## config.mk

```make
export PLATFORM = sky130hd
export DESIGN_NAME = result_bus_arbiter
export DESIGN_NICKNAME = d
export VERILOG_FILES = /design/src/rtl/cpu_bus_pkg.sv /design/src/rtl/result_bus_arbiter_rr_pick.sv /design/src/rtl/result_bus_arbiter.sv
export SDC_FILE = /design/constraint.sdc
export NUM_CORES = 1
export LEC_CHECK = 0
export CAP_MARGIN = 20
export CORE_AREA = 5 5 125 127
export DETAILED_ROUTE_END_ITERATION = 6
export DIE_AREA = 0 0 130 132
export MAX_ROUTING_LAYER = met4
export PLACE_DENSITY = 0.71
export SETUP_SLACK_MARGIN = 0.4
export SYNTH_ARGS = -nofsm -noshare
export SYNTH_HDL_FRONTEND = slang
export SYNTH_HIERARCHICAL = 1
export SYNTH_SLANG_ARGS = --single-unit
export TNS_END_PERCENT = 100
```

## constraint.sdc

```tcl
create_clock -name clk -period 7.1 [get_ports clk]
set_input_delay 2.13 -clock clk [delete_from_list [all_inputs] [get_ports clk]]
set_output_delay 2.13 -clock clk [all_outputs]
set_load 0.005 [all_outputs]
```

## src/rtl/cpu_bus_pkg.sv

```systemverilog
// Shared CPU result-bus definitions: bus geometry, result source indices
// and the occupancy state of the registered result bus.
package cpu_bus_pkg;

  localparam int RESULT_W     = 64;
  localparam int N_RESULT_SRC = 4;

  // Requester index of each result producer on the bus.
  typedef enum logic [1:0] {
    SRC_ALU  = 2'd0,
    SRC_MUL  = 2'd1,
    SRC_LOAD = 2'd2,
    SRC_LINK = 2'd3
  } result_src_e;

  // Occupancy of the output register.
  typedef enum logic {
    BUS_EMPTY = 1'b0,
    BUS_FULL  = 1'b1
  } bus_state_e;

endpackage

```

## src/rtl/result_bus_arbiter_rr_pick.sv

```systemverilog
// Combinational round-robin pick: first set request searching upward from
// ptr with wrap-around, done as a priority encode over {req, req & mask}.
module rr_pick #(
  parameter int N_REQ = 4,
  localparam int IDX_W = $clog2(N_REQ)
) (
  input  logic [N_REQ-1:0] req,
  input  logic [IDX_W-1:0] ptr,
  output logic             any,
  output logic [N_REQ-1:0] win_oh,
  output logic [IDX_W-1:0] win_idx
);

  logic [N_REQ-1:0]   mask_s;
  logic [2*N_REQ-1:0] dbl_s;
  logic               found_s;

  // Keep only requesters at or above ptr in the low half; the high half
  // holds the unmasked requests so the search wraps to index 0.
  always_comb begin
    mask_s = {N_REQ{1'b0}};
    for (int i = 0; i < N_REQ; i++) begin
      mask_s[i] = (i >= int'(ptr)) ? 1'b1 : 1'b0;
    end
    dbl_s = {req, req & mask_s};
  end

  // Lowest set bit of the doubled vector; index truncation folds it mod N_REQ.
  always_comb begin
    win_idx = {IDX_W{1'b0}};
    found_s = 1'b0;
    for (int i = 0; i < 2*N_REQ; i++) begin
      if (!found_s && dbl_s[i]) begin
        found_s = 1'b1;
        win_idx = IDX_W'(i);
      end else begin
        found_s = found_s;
      end
    end
  end

  // One-hot form of the winner, zero when nobody requests.
  always_comb begin
    any    = |req;
    win_oh = {N_REQ{1'b0}};
    for (int i = 0; i < N_REQ; i++) begin
      win_oh[i] = any && (win_idx == IDX_W'(i));
    end
  end

endmodule

```

## src/rtl/result_bus_arbiter.sv

```systemverilog
// Round-robin arbiter sharing one registered result bus between N_REQ
// producers. Sustains one transfer per cycle while the consumer is ready.
module result_bus_arbiter
  import cpu_bus_pkg::*;
#(
  parameter int N_REQ = N_RESULT_SRC,
  parameter int WIDTH = RESULT_W,
  localparam int SEL_W = $clog2(N_REQ)
) (
  input  logic                   clk,
  input  logic                   reset,
  input  logic [N_REQ-1:0]       req,
  input  logic [N_REQ*WIDTH-1:0] req_data,
  output logic [N_REQ-1:0]       gnt,
  output logic                   out_valid,
  output logic [WIDTH-1:0]       out_data,
  output logic [SEL_W-1:0]       out_sel,
  input  logic                   out_ready
);

  bus_state_e       state_r, state_s;
  logic [SEL_W-1:0] ptr_r;
  logic [WIDTH-1:0] out_data_r;
  logic [SEL_W-1:0] out_sel_r;
  logic             load_s;
  logic             any_s;
  logic [N_REQ-1:0] win_oh_s;
  logic [SEL_W-1:0] win_idx_s;
  logic [WIDTH-1:0] win_data_s;

  rr_pick #(.N_REQ(N_REQ)) u_pick (
    .req     (req),
    .ptr     (ptr_r),
    .any     (any_s),
    .win_oh  (win_oh_s),
    .win_idx (win_idx_s)
  );

  assign win_data_s = req_data[int'(win_idx_s)*WIDTH +: WIDTH];

  // Next-state and load decision; the register drains and refills on the
  // same edge, and a stalled FULL register blocks every grant.
  always_comb begin
    state_s = state_r;
    load_s  = 1'b0;
    case (state_r)
      BUS_EMPTY: begin
        if (any_s) begin
          load_s  = 1'b1;
          state_s = BUS_FULL;
        end else begin
          state_s = BUS_EMPTY;
        end
      end
      BUS_FULL: begin
        if (out_ready) begin
          if (any_s) begin
            load_s  = 1'b1;
            state_s = BUS_FULL;
          end else begin
            state_s = BUS_EMPTY;
          end
        end else begin
          state_s = BUS_FULL;
        end
      end
      default: begin
        state_s = BUS_EMPTY;
      end
    endcase
  end

  // Acceptance pulse to the winning requester, suppressed during reset.
  always_comb begin
    if (load_s && !reset) begin
      gnt = win_oh_s;
    end else begin
      gnt = {N_REQ{1'b0}};
    end
  end

  // Occupancy state register.
  always_ff @(posedge clk) begin
    if (reset) begin
      state_r <= BUS_EMPTY;
    end else begin
      state_r <= state_s;
    end
  end

  // Output word, its source index and the rotating priority pointer.
  always_ff @(posedge clk) begin
    if (reset) begin
      out_data_r <= {WIDTH{1'b0}};
      out_sel_r  <= {SEL_W{1'b0}};
      ptr_r      <= {SEL_W{1'b0}};
    end else if (load_s) begin
      out_data_r <= win_data_s;
      out_sel_r  <= win_idx_s;
      ptr_r      <= win_idx_s + {{(SEL_W-1){1'b0}}, 1'b1};
    end else begin
      out_data_r <= out_data_r;
      out_sel_r  <= out_sel_r;
      ptr_r      <= ptr_r;
    end
  end

  assign out_valid = (state_r == BUS_FULL);
  assign out_data  = out_data_r;
  assign out_sel   = out_sel_r;

endmodule

```

* Word level (Yosys, flattened, before mapping)
Cells that the tools add are included.
** Storage, ports and cells
- Flip-flop bits (word level) :: 69
- Input bits :: 263
- Output and inout port bits :: 71
** Cells by class
- $add $sub $neg :: 1
- Magnitude comparators :: 3
- Equal/unequal tests :: 3
- Shift-type cells :: 1
- Muxes and demuxes :: 23
- Bitwise gates (word level) :: 2
- Reductions and logical operators :: 22
** Operators by type and width (number)
- 256-bit by 9-bit variable part select with 64-bit output :: 1
- 1-bit 2-to-1 mux :: 14
- 1-bit logical AND :: 12
- 2-bit 2-to-1 mux :: 6
- 1-bit logical NOT :: 8
- 4-bit AND :: 1
- 2-bit == test (second input constant) :: 2
- 1-bit by 2-bit greater-or-equal comparator with 1-bit output (first input constant) :: 2
- 4-bit 2-to-1 mux :: 1
- 1-bit case mux with 2 select lines :: 2
- 4-bit OR reduction :: 1
- 2-bit by 1-bit adder with 2-bit output (second input constant) :: 1
- 2-bit by 1-bit == test with 1-bit output (second input constant) :: 1
- 2-bit greater-or-equal comparator (first input constant) :: 1
- 2-bit logical NOT :: 1
- 1-bit NOT :: 1

* Logic depth before layout (Yosys ltp)
Gate-level depths: netlist of the first run.
- Depth after elaboration :: 28
- Depth in mapped cells :: 9
- Depth with buffers taken out :: 5

* Modules after synthesis
The synthesis of the first run kept the hierarchy.
** Modules (own cells, without submodules)
- result_bus_arbiter :: instances 1, cells each 249, area an instance 3723.6 um^2, sequential area each 1381.3 um^2
- rr_pick :: instances 1, cells each 31, area an instance 187.7 um^2, sequential area each 0.0 um^2

* Worst setup path before layout of the first run
No wires, ideal clock.
- Path type :: in2out
- Start :: in req[1]
- End :: out gnt[0]
- Arrival :: 3.396 ns
- Data required time :: 4.970 ns
- Setup slack :: 1.574 ns
- Stages :: 9
- Path buffers :: 4
- Cell sequence :: buf_2 -> nor2_1 -> nand2_1 -> buf_4 -> inv_1 -> nor3_2 -> buf_2 -> buf_2 -> and2_1
** RTL lines
- start: declaration :: line result_bus_arbiter.sv:12 : input logic [N_REQ-1:0] req,
- 4-bit OR reduction (*) :: line result_bus_arbiter_rr_pick.sv:44 : any = |req;
- via any_s :: line result_bus_arbiter.sv:26 : logic any_s;
- 1-bit 2-to-1 mux :: line result_bus_arbiter.sv:48, result_bus_arbiter.sv:57
- 1-bit 2-to-1 mux :: line result_bus_arbiter.sv:56 : if (out_ready) begin
- 1-bit case mux with 2 select lines :: line result_bus_arbiter.sv:46 : case (state_r)
- 1-bit logical AND :: line result_bus_arbiter.sv:75 : if (load_s && !reset) begin
- 4-bit 2-to-1 mux (*) :: line result_bus_arbiter.sv:75
- end: declaration :: line result_bus_arbiter.sv:14 : output logic [N_REQ-1:0] gnt,
Mark *: on every way through the listed nets, which the timed path passes. The rest lies on a longest branch.

* Worst setup path in the final report of the first run
- Start :: in req[1]
- End :: out gnt[3]
Same word-level chain as after synthesis.

==> results of run 1 <==
[final cells by class]
class / count / area, um^2
sequential: 69 / 1380
multi-input combinational: 176 / 2330
timing repair buffer: 337 / 3360
clock inverter: 2 / 10.0
fill: 1239 / 6740
tap: 184 / 230
inverter: 2 / 7.51
clock buffer: 13 / 250
[per-stage QoR]
stage	util, %	setup slack [ns]
4_1_cts	52.9	0.723
3_3_place_gp	51.1	0.835
2_1_floorplan	-	1.57
5_1_grt	52.9	0.565
6_report	52.9	0.700
3_5_place_dp	51.1	0.731
[state kept, by name, indices dropped and copies added (netlist names)]
| register | cells |
|---|---|
| out_data | 64 |
| out_sel | 2 |
| out_valid | 1 |
| ptr_r | 2 |
[Yosys cell counts (all sizes together)]
cell	number	area share, %
a21boi	1	0.19
a21o	1	0.22
a21oi	10	1.4
a22o	64	14
a311oi	2	0.45
and2	4	0.64
buf	24	4.7
clkbuf	9	0.90
dfxtp	69	35
inv	2	0.19
mux4	64	37
nand2	2	0.19
nand2b	2	0.32
nand3	2	0.26
nor2	5	0.48
nor2b	3	0.67
nor3	3	0.51
nor3b	1	0.19
o21a	1	0.19
o21ai	5	0.64
o221a	2	0.58
o22ai	1	0.16
o31a	1	0.22
or2b	1	0.19
xnor2	1	0.22
[worst max-delay path by stage]
| stage | to | start | cells after the start |
|---|---|---|---|
| global placement | gnt[2] | req[1] | 7 |
| detailed placement | gnt[2] | req[1] | 7 |
| CTS | gnt[3] | req[1] | 7 |
| finish | gnt[3] | req[1] | 7 |
| floorplan | gnt[0] | req[1] | 9 |
| global route | gnt[0] | req[1] | 7 |
[layer usage]
| layer | global-route usage [%] | vias up | part of all wire, % |
|---|---|---|---|
| met1 | 19.9 | 1942 | 37 |
| met2 | 33.5 | 177 | 54 |
| li1 | - | 1809 | - |
| met4 | 5.72 | 0 | 1.5 |
| met3 | 4.74 | 17 | 8.3 |
| met5 | - | - | 0 |
[logic make-up after synthesis]
group | count (synthesis)
compound gates | 88
simple gates | 23
xor+xnor | 1
flops | 69
mux | 64
buf+inv | 35
[power breakdown]
group,switching [uW],internal [uW]
Combinational,192,396
Clock,151,243
Sequential,33.1,444
Total,376,1080
[worst max-delay path: cells and delay by family]
kind          cells  cell delay [ns]
simple gates      4             0.82
buf+inv           3             1.32
==> summary.md, run 1 <==
| Metric | Value |
|---|---|
| FF-to-FF End | `out_data[27]` |
| Fmax | `~160 MHz` |
| Yosys reg bits | `between 60 and 70` |
| Crit-path most repeated cell | `clkdlybuf4s50_1` |
| RSZ-0062 raised after global routing | `false` |
| Final std cells w/o fill | `783` |
| 1st-iter DRT viols | `approximately 200` |
| DR vias/cell | `~5.0` |
| Total CTS buffers | `9` |
| Clock skew | `around 0.0034 ns` |
| Mux cell area share after synthesis | `~37%` |
| FF-to-FF path depth | `6` |
| Synth Area in Adders | `0%` |
| Largest family of logic cells by synthesized area | `multiplexers` |
| Antenna viol nets, final | `0` |
| R2r startpoint | `ptr_r[0]` |
| Post-synthesis simple-gate area fraction | `under 10%` |
| Gate Count Post-Synth | `between 200 and 300` |
| Initial DRT Pass Iterations | `4` |
| Final WL | `about 16000 um` |
| R2R setup slack | `between 4 and 5 ns` |
| Synth Area in Compound Gates | `between 10% and 20%` |
| Initial antenna violation count | `0` |
| Hold Crit Depth | `1` |
| Endpoints failing setup | `0` |
| Total number of yosys warnings | `6` |
| Leak pwr | `about 0.0028 uW` |
| Row Count | `44` |
| Via count | `3945` |
| HPWL reported at the end of detailed placement | `~13000 um` |
| Tightest Hold Check Type | `register to register` |
| Clock Tree Root | `clkbuf_16` |
| Post-route cell area | `0.00757 mm^2` |
| GRT overflow | `0` |
| Most frequent cells in the layout | `clkdlybuf4s50_1 (333), dfxtp_1 (69), mux4_2 (64), a22o_1 (64)` |
| WL/cell | `approximately 21 um` |
| Starting Density | `between 20% and 30%` |
| Required @ worst endpoint | `between 4 and 5 ns` |
| Power Total | `roughly 1500 uW` |
| Syn Std Cell Area | `slightly below 0.004 mm^2` |
| Max incr delay on CP | `around 0.65 ns` |
| Min Clock Period, post-route | `about 6.4 ns` |
| Worst slew margin | `between 30% and 40%` |
| DP Area | `0.00731 mm^2` |
| Setup CP Type | `primary input to primary output` |
| Worst hold slack | `0.474 ns` |
| Worst skew pair latency | `roughly 0.32 ns` |
| Post_cts resized | `0` |
| Seq/Total Area, Yosys | `35.3%` |
| Die ar. | `~0.017 mm^2` |
| Tcrit/Tclk final | `about nine tenths` |
| Total Nets Final | `between 800 and 900` |
| Gp weighted congestion | `between 0.8 and 0.9` |
| Post-CTS Hold Fix Bufs | `0` |
| Vias in the first global route | `4364` |
| Antenna Cells | `0` |
| PwrDens | `between 150 and 200 mW/mm^2` |
| Area growth, synth to finish | `93.6%` |
| Total of max-cap violations | `0` |
| Net Count, Synth | `roughly 540` |
| Layout cells sized above 1 | `14.7%` |
| CTS tree | `built` |
| CP arrival | `~4.3 ns` |
| Slew Limit Fails | `0` |
| H-tree depth | `3` |
| Post-CTS Setup Bufs | `0` |
| All-layer global routing usage | `a little under a fifth` |
| Die Wd | `around 130 um` |
| Final Hold Viols | `0` |
| Die H | `around 130 um` |
| Leading cell type in the layout, fill and taps excluded | `clkdlybuf4s50_1` |
| Crit. End Element | `primary output` |
| Startpoint types | `primary input` |
| Cell Chain, Critical Path | `clkdlybuf4s50_1, nor2_1, nand2_1, inv_1, nor3_4, and2_1, clkdlybuf4s50_1` |
| Top-Level Pins | `about 330` |
| Average cell area after synthesis | `roughly 14 um^2` |
| Clk pin slew, worst setup/hold paths | `around 0.06 ns` |
| Worst IR Drop VDD | `around 0.13 mV` |
| Total negative slack | `0 ns` |
| Clk sink count | `a little under 70` |
| Placed cells | `768` |
| Status | `finished clean` |
| Crit path max fanout | `9` |
| Unique masters post-synth | `34` |
| Slew @ Worst Pin | `~0.99 ns` |
| First-pass GRT wire length | `about 24000 um` |
| Core Region | `around 0.014 mm^2` |
| Hold Path Origin | `out_data[10]` |
| WHS Endpoint | `out_data[10]` |
| Deepest clock path buffer count | `2` |
| Number of port buffers | `between 300 and 400` |
| Highest-delay cell along the critical path | `clkdlybuf4s50_1` |
| Post-Synth XOR/XNOR Area | `less than 1%` |
| Largest net degree at the start of global routing | `67` |
| DRC | `0` |
(Power assumes the default switching activity.)
==> run 2: changes to the inputs <==
PLACE_DENSITY = 0.82   (was 0.71)
==> summary.md, run 2 (synthesized netlist as in run 1, its figures left out) <==
| Metric | Value |
|---|---|
| Die H | `132 um (unchanged)` |
| Core Region | `0.0143 mm^2 (unchanged)` |
| PwrDens | `202 mW/mm^2 (was 193 mW/mm^2)` |
| Slew Limit Fails | `0 (unchanged)` |
| Row Count | `44 (unchanged)` |
| Starting Density | `27.3% (unchanged)` |
| Min Clock Period, post-route | `6.45 ns (was 6.40 ns)` |
| WL/cell | `20.9 um (was 20.8 um)` |
| Cell count along the critical path | `7 (unchanged)` |
| Cell Chain, Critical Path | `clkdlybuf4s50_1, nor2_1, nand2_1, inv_1, nor3_4, and2_1, clkdlybuf4s50_1 (unchanged)` |
| Worst skew pair latency | `0.33 ns (was 0.32 ns)` |
| Highest-delay cell along the critical path | `clkdlybuf4s50_1 (unchanged)` |
| CP arrival | `4.32 ns (was 4.27 ns)` |
| H-tree depth | `3 (unchanged)` |
| Post_cts resized | `0 (unchanged)` |
| Leading cell type in the layout, fill and taps excluded | `clkdlybuf4s50_1 (unchanged)` |
| DRC | `0 (unchanged)` |
| Area growth, synth to finish | `95.8% (was 93.6%)` |
| Final Util | `53.5% (was 52.9%)` |
| Required @ worst endpoint | `4.97 ns (about the same)` |
| Slew @ Worst Pin | `0.775 ns (was 0.989 ns)` |
| Number of port buffers | `333 (unchanged)` |
| Total negative slack | `0 ns (unchanged)` |
| Most frequent cells in the layout | `clkdlybuf4s50_1 (333), dfxtp_1 (69), mux4_2 (64), a22o_1 (64) (unchanged)` |
| Antenna viol nets, final | `0 (unchanged)` |
| Endpoints failing setup | `0 (unchanged)` |
| Post-CTS Hold Fix Bufs | `0 (unchanged)` |
| Layout cells sized above 1 | `15.6% (was 14.7%)` |
| Max reg flops | `64 (unchanged)` |
| CTS tree | `built (unchanged)` |
| Total CTS buffers | `9 (unchanged)` |
| Initial antenna violation count | `0 (unchanged)` |
| Die Wd | `130 um (unchanged)` |
| Startpoint types | `primary input (unchanged)` |
| Final Hold Viols | `0 (unchanged)` |
| GRT overflow | `0 (unchanged)` |
| Antenna Cells | `0 (unchanged)` |
| Largest net degree at the start of global routing | `65 (was 67)` |
| Clock Tree Root | `clkbuf_16 (unchanged)` |
| Crit path max fanout | `9 (unchanged)` |
| Worst slew margin | `48.2% (was 34.1%)` |
| Total of max-cap violations | `0 (unchanged)` |
| Tightest Hold Check Type | `register to register (unchanged)` |
| Status | `finished clean (unchanged)` |
| Buf+Inv Stages, Crit Path | `3 (unchanged)` |
| Crit. End Element | `primary output (unchanged)` |
| DR vias/cell | `5.11 (was 5.04)` |
| Total Nets Final | `860 (was 858)` |
| Final WL | `16400 um (was 16200 um)` |
| Vias in the first global route | `4494 (was 4364)` |
| Max incr delay on CP | `0.64 ns (was 0.65 ns)` |
| Gp weighted congestion | `0.983 (was 0.841)` |
| First-pass GRT wire length | `24600 um (was 24000 um)` |
| Initial DRT Pass Iterations | `4 (unchanged)` |
| Fmax | `155 MHz (was 156 MHz)` |
| Top-Level Pins | `334 (unchanged)` |
| Via count | `4014 (was 3945)` |
| Clk sink count | `69 (unchanged)` |
| RSZ-0062 raised after global routing | `false (unchanged)` |
| 1st-iter DRT viols | `221 (was 201)` |
| FF-to-FF path depth | `6 (unchanged)` |
| Die ar. | `0.0172 mm^2 (unchanged)` |
| Power Total | `1550 uW (was 1460 uW)` |
| Hold Crit Depth | `1 (unchanged)` |
| Setup CP Type | `primary input to primary output (unchanged)` |
| Leak pwr | `0.00281 uW (was 0.00277 uW)` |
| Tcrit/Tclk final | `90.9% (was 90.1%)` |
| Clk pin slew, worst setup/hold paths | `0.06 ns (about the same)` |
| Clock skew | `0.00631 ns (was 0.00343 ns)` |
| Post-CTS Setup Bufs | `0 (unchanged)` |
| HPWL reported at the end of detailed placement | `13500 um (was 13200 um)` |
| All-layer global routing usage | `19.1% (was 18.7%)` |
| Crit-path most repeated cell | `clkdlybuf4s50_1 (unchanged)` |
| Worst IR Drop VDD | `0.164 mV (was 0.129 mV)` |
| Critical path's top delay family | `buffers and inverters (unchanged)` |
| Deepest clock path buffer count | `2 (unchanged)` |
run 2: cell types whose count changed in the layout (fill, tap and decap cells not counted), sizes merged:
cell,previous run,this run
clkinv,2,3
buf,4,6
inv,2,3
clkinvlp,0,1
clkbuf,13,9
bufinv,0,2
run 2: cell type report:
class | count | area [um^2]
fill | 1209 | 6660
timing repair buffer | 339 | 3390
multi-input combinational | 176 | 2320
sequential | 69 | 1380
tap | 184 | 230
clock buffer | 9 | 225
clock inverter | 7 | 98.8
inverter | 2 | 7.51
run 2: report_power, final:
group / internal, uW / switching, uW / total, uW
combinational: 398 / 194 / 592
clock: 309 / 171 / 480
sequential: 444 / 33.4 / 477
total: 1150 / 398 / 1550
run 2: metrics by stage:
stage,setup WS [ns],area (um^2),hold slack (ns),cells
floorplan,1.57,3910,0.466,280
detailed placement,0.714,7310,0.457,769
global placement,0.858,7310,0.460,769
global route,0.521,7660,0.490,786
CTS,0.691,7640,0.478,785
finish,0.645,7660,0.473,786
run 2: final timing paths:
path                              startpoint           end  slack [ns]
worst max-delay path                  req[1]        gnt[1]        0.65
worst min-delay path            out_data[49]  out_data[49]        0.47
worst max register to register      ptr_r[1]  out_data[49]        4.59
worst min register to register  out_data[49]  out_data[49]        0.47
run 2: routing by layer:
| metal | up-vias | global-route usage (%) | share of wire, % |
|---|---|---|---|
| met5 | - | - | 0 |
| met4 | 0 | 6.70 | 2.7 |
| met3 | 32 | 4.38 | 7.3 |
| met2 | 202 | 34.0 | 53 |
| met1 | 1969 | 20.6 | 37 |
| li1 | 1811 | - | - |
==> variant: new RTL, settings of run 2 <==
The package constant `N_RESULT_SRC` goes from 4 to 2.
--- a/src/rtl/cpu_bus_pkg.sv
+++ b/src/rtl/cpu_bus_pkg.sv
@@ -3,7 +3,7 @@
 package cpu_bus_pkg;
 
   localparam int RESULT_W     = 64;
-  localparam int N_RESULT_SRC = 4;
+  localparam int N_RESULT_SRC = 2;
 
   // Requester index of each result producer on the bus.
   typedef enum logic [1:0] {
Interface: changed (resized gnt, out_sel, req and req_data); port bits go from 334 to 201. No check against the original RTL was run, so the function may have changed too.
==> variant against run 2 <==
Synthesized area decreased by 22%; first-iteration DRC count down 84%; cell area is 28% lower; hold slack got worse by 0.012 ns; sequential share of layout area increased by 6.3 points; largest cell class unchanged; setup slack worse by 0.0059 ns; critical path type unchanged; sequential cell count decreased by 2; wire length fell by 42%; die area stayed put; final cell count is 21% lower; maximum frequency about the same.
Power is not compared: it rests on default switching activity, and its combinational part moved more than twofold at a synthesized area within 25%.
==> variant: results (changes against run 2) <==
Global routing
  • GR Layer Usage met3: 4.46% (was 4.38%)
  • GR Layer Usage met1: 11.6% (was 20.6%)
  • GRT Util Overall: 11.2% (was 19.1%)
  • Met2 Usage GRT: 19.3% (was 34.0%)
  • First-pass GRT wire length: 14.7 mm (was 24.6 mm)
  • Largest net degree at the start of global routing: 67 (was 65)

Routing
  • Total wire length: 9.44 mm (was 16.4 mm)
  • Met2 WL: 4.79 mm (was 8.73 mm)
  • M1 WL: 3.62 mm (was 6.03 mm)
  • Routed length on met3: 883 um (was 1.20 mm)
  • Iteration-0 DRC Markers: 36 (was 221)
  • Via-per-instance ratio: 4.34 (was 5.11)

Timing
  • Clk_skew: 0.00698 ns (was 0.00631 ns)
  • Slew HR: 27.4% (was 48.2%)
  • Min Hold Slack: 0.462 ns (was 0.473 ns)
  • Fmax: 0.155 GHz (about the same)

Cells and area
  • Share of layout cells above drive strength 1: 13.6% (was 15.6%)
  • Layout net count: 563 (was 860)
  • Fillers: 1377 (was 1209)

Synth
  • Post-Synthesis Cells: 237 (was 280)
  • Mapped Nets: 370 (was 543)
  • Top_reg_cell synth: dfxtp_1 (unchanged)
  • Top cells by area, synth: dfxtp_1 44%, mux2i_1 21%, o2bb2ai_2 19% (was mux4_2 37%, dfxtp_1 35%, a22o_1 14%)
  • Sequential area share after synthesis: 44.2% (was 35.3%)
  • Synth top cells by count: 67 x dfxtp_1, 64 x mux2i_1, 38 x o2bb2ai_2 (was 69 x dfxtp_1, 64 x a22o_1, 64 x mux4_2)
  • Netlist cell types: 21 (was 34)

Outcome
  • Run status: completed (unchanged)

Place
  • DP HPWL: 7.36 mm (was 13.5 mm)
  • DP Cell Count: 603 (was 769)
  • IO Port Bufs: 200 (was 333)
  • Post-DP Area: 5170 um2 (was 7310 um2)
  • Placer Congestion: 0.709 (was 0.983)
  • Pre-CTS setup slack: 0.623 ns (was 0.714 ns)

Setup path
  • Delay of the slowest critical-path stage: 0.60 ns (was 0.64 ns)
  • Worst r2r src: out_valid (was ptr_r[1])
  • Critical path peak fanout: 37 (was 9)
  • Slowest stage cell, crit path: or3_4 (was clkdlybuf4s50_1)
  • Crit. Startpoint: req[0] (was req[1])
  • R2R Setup Slk: 4.94 ns (was 4.59 ns)
  • Arrival time worst endpoint: 4.33 ns (was 4.32 ns)
  • Worst r2r path cells: 4 (was 6)

Clocking
  • CTS buffer count: 9 (unchanged)
variant: cell types whose count changed in the layout (fill, tap and decap cells not counted), sizes merged, moves of 4 or more:
cell,run 2,this run
mux2i,0,64
clkdlybuf4s50,333,200
a22o,64,0
and2,4,0
mux4,64,0
a21oi,10,4
o2bb2ai,0,64
variant: area by class of cell:
| cell class | instances | area (um2) | area share, % |
|---|---|---|---|
| multi-input combinational | 145 | 1560 | 28.3 |
| clock inverter | 4 | 97.6 | 1.77 |
| clock buffer | 12 | 246 | 4.47 |
| sequential | 67 | 1340 | 24.3 |
| inverter | 4 | 15.0 | 0.272 |
| tap | 184 | 230 | 4.17 |
| timing repair buffer | 203 | 2020 | 36.7 |
variant: cells by family (layout without fill, tap and decap cells):
family | Yosys count | in the layout | synth area share, %
DFF | 67 | 67 | 44.2
AOI/OAI and AO/OA | 73 | 73 | 28.2
and+or+nand+nor | 8 | 8 | 1.61
muxes | 64 | 64 | 21.1
buffers and inverters | 25 | 223 | 4.95
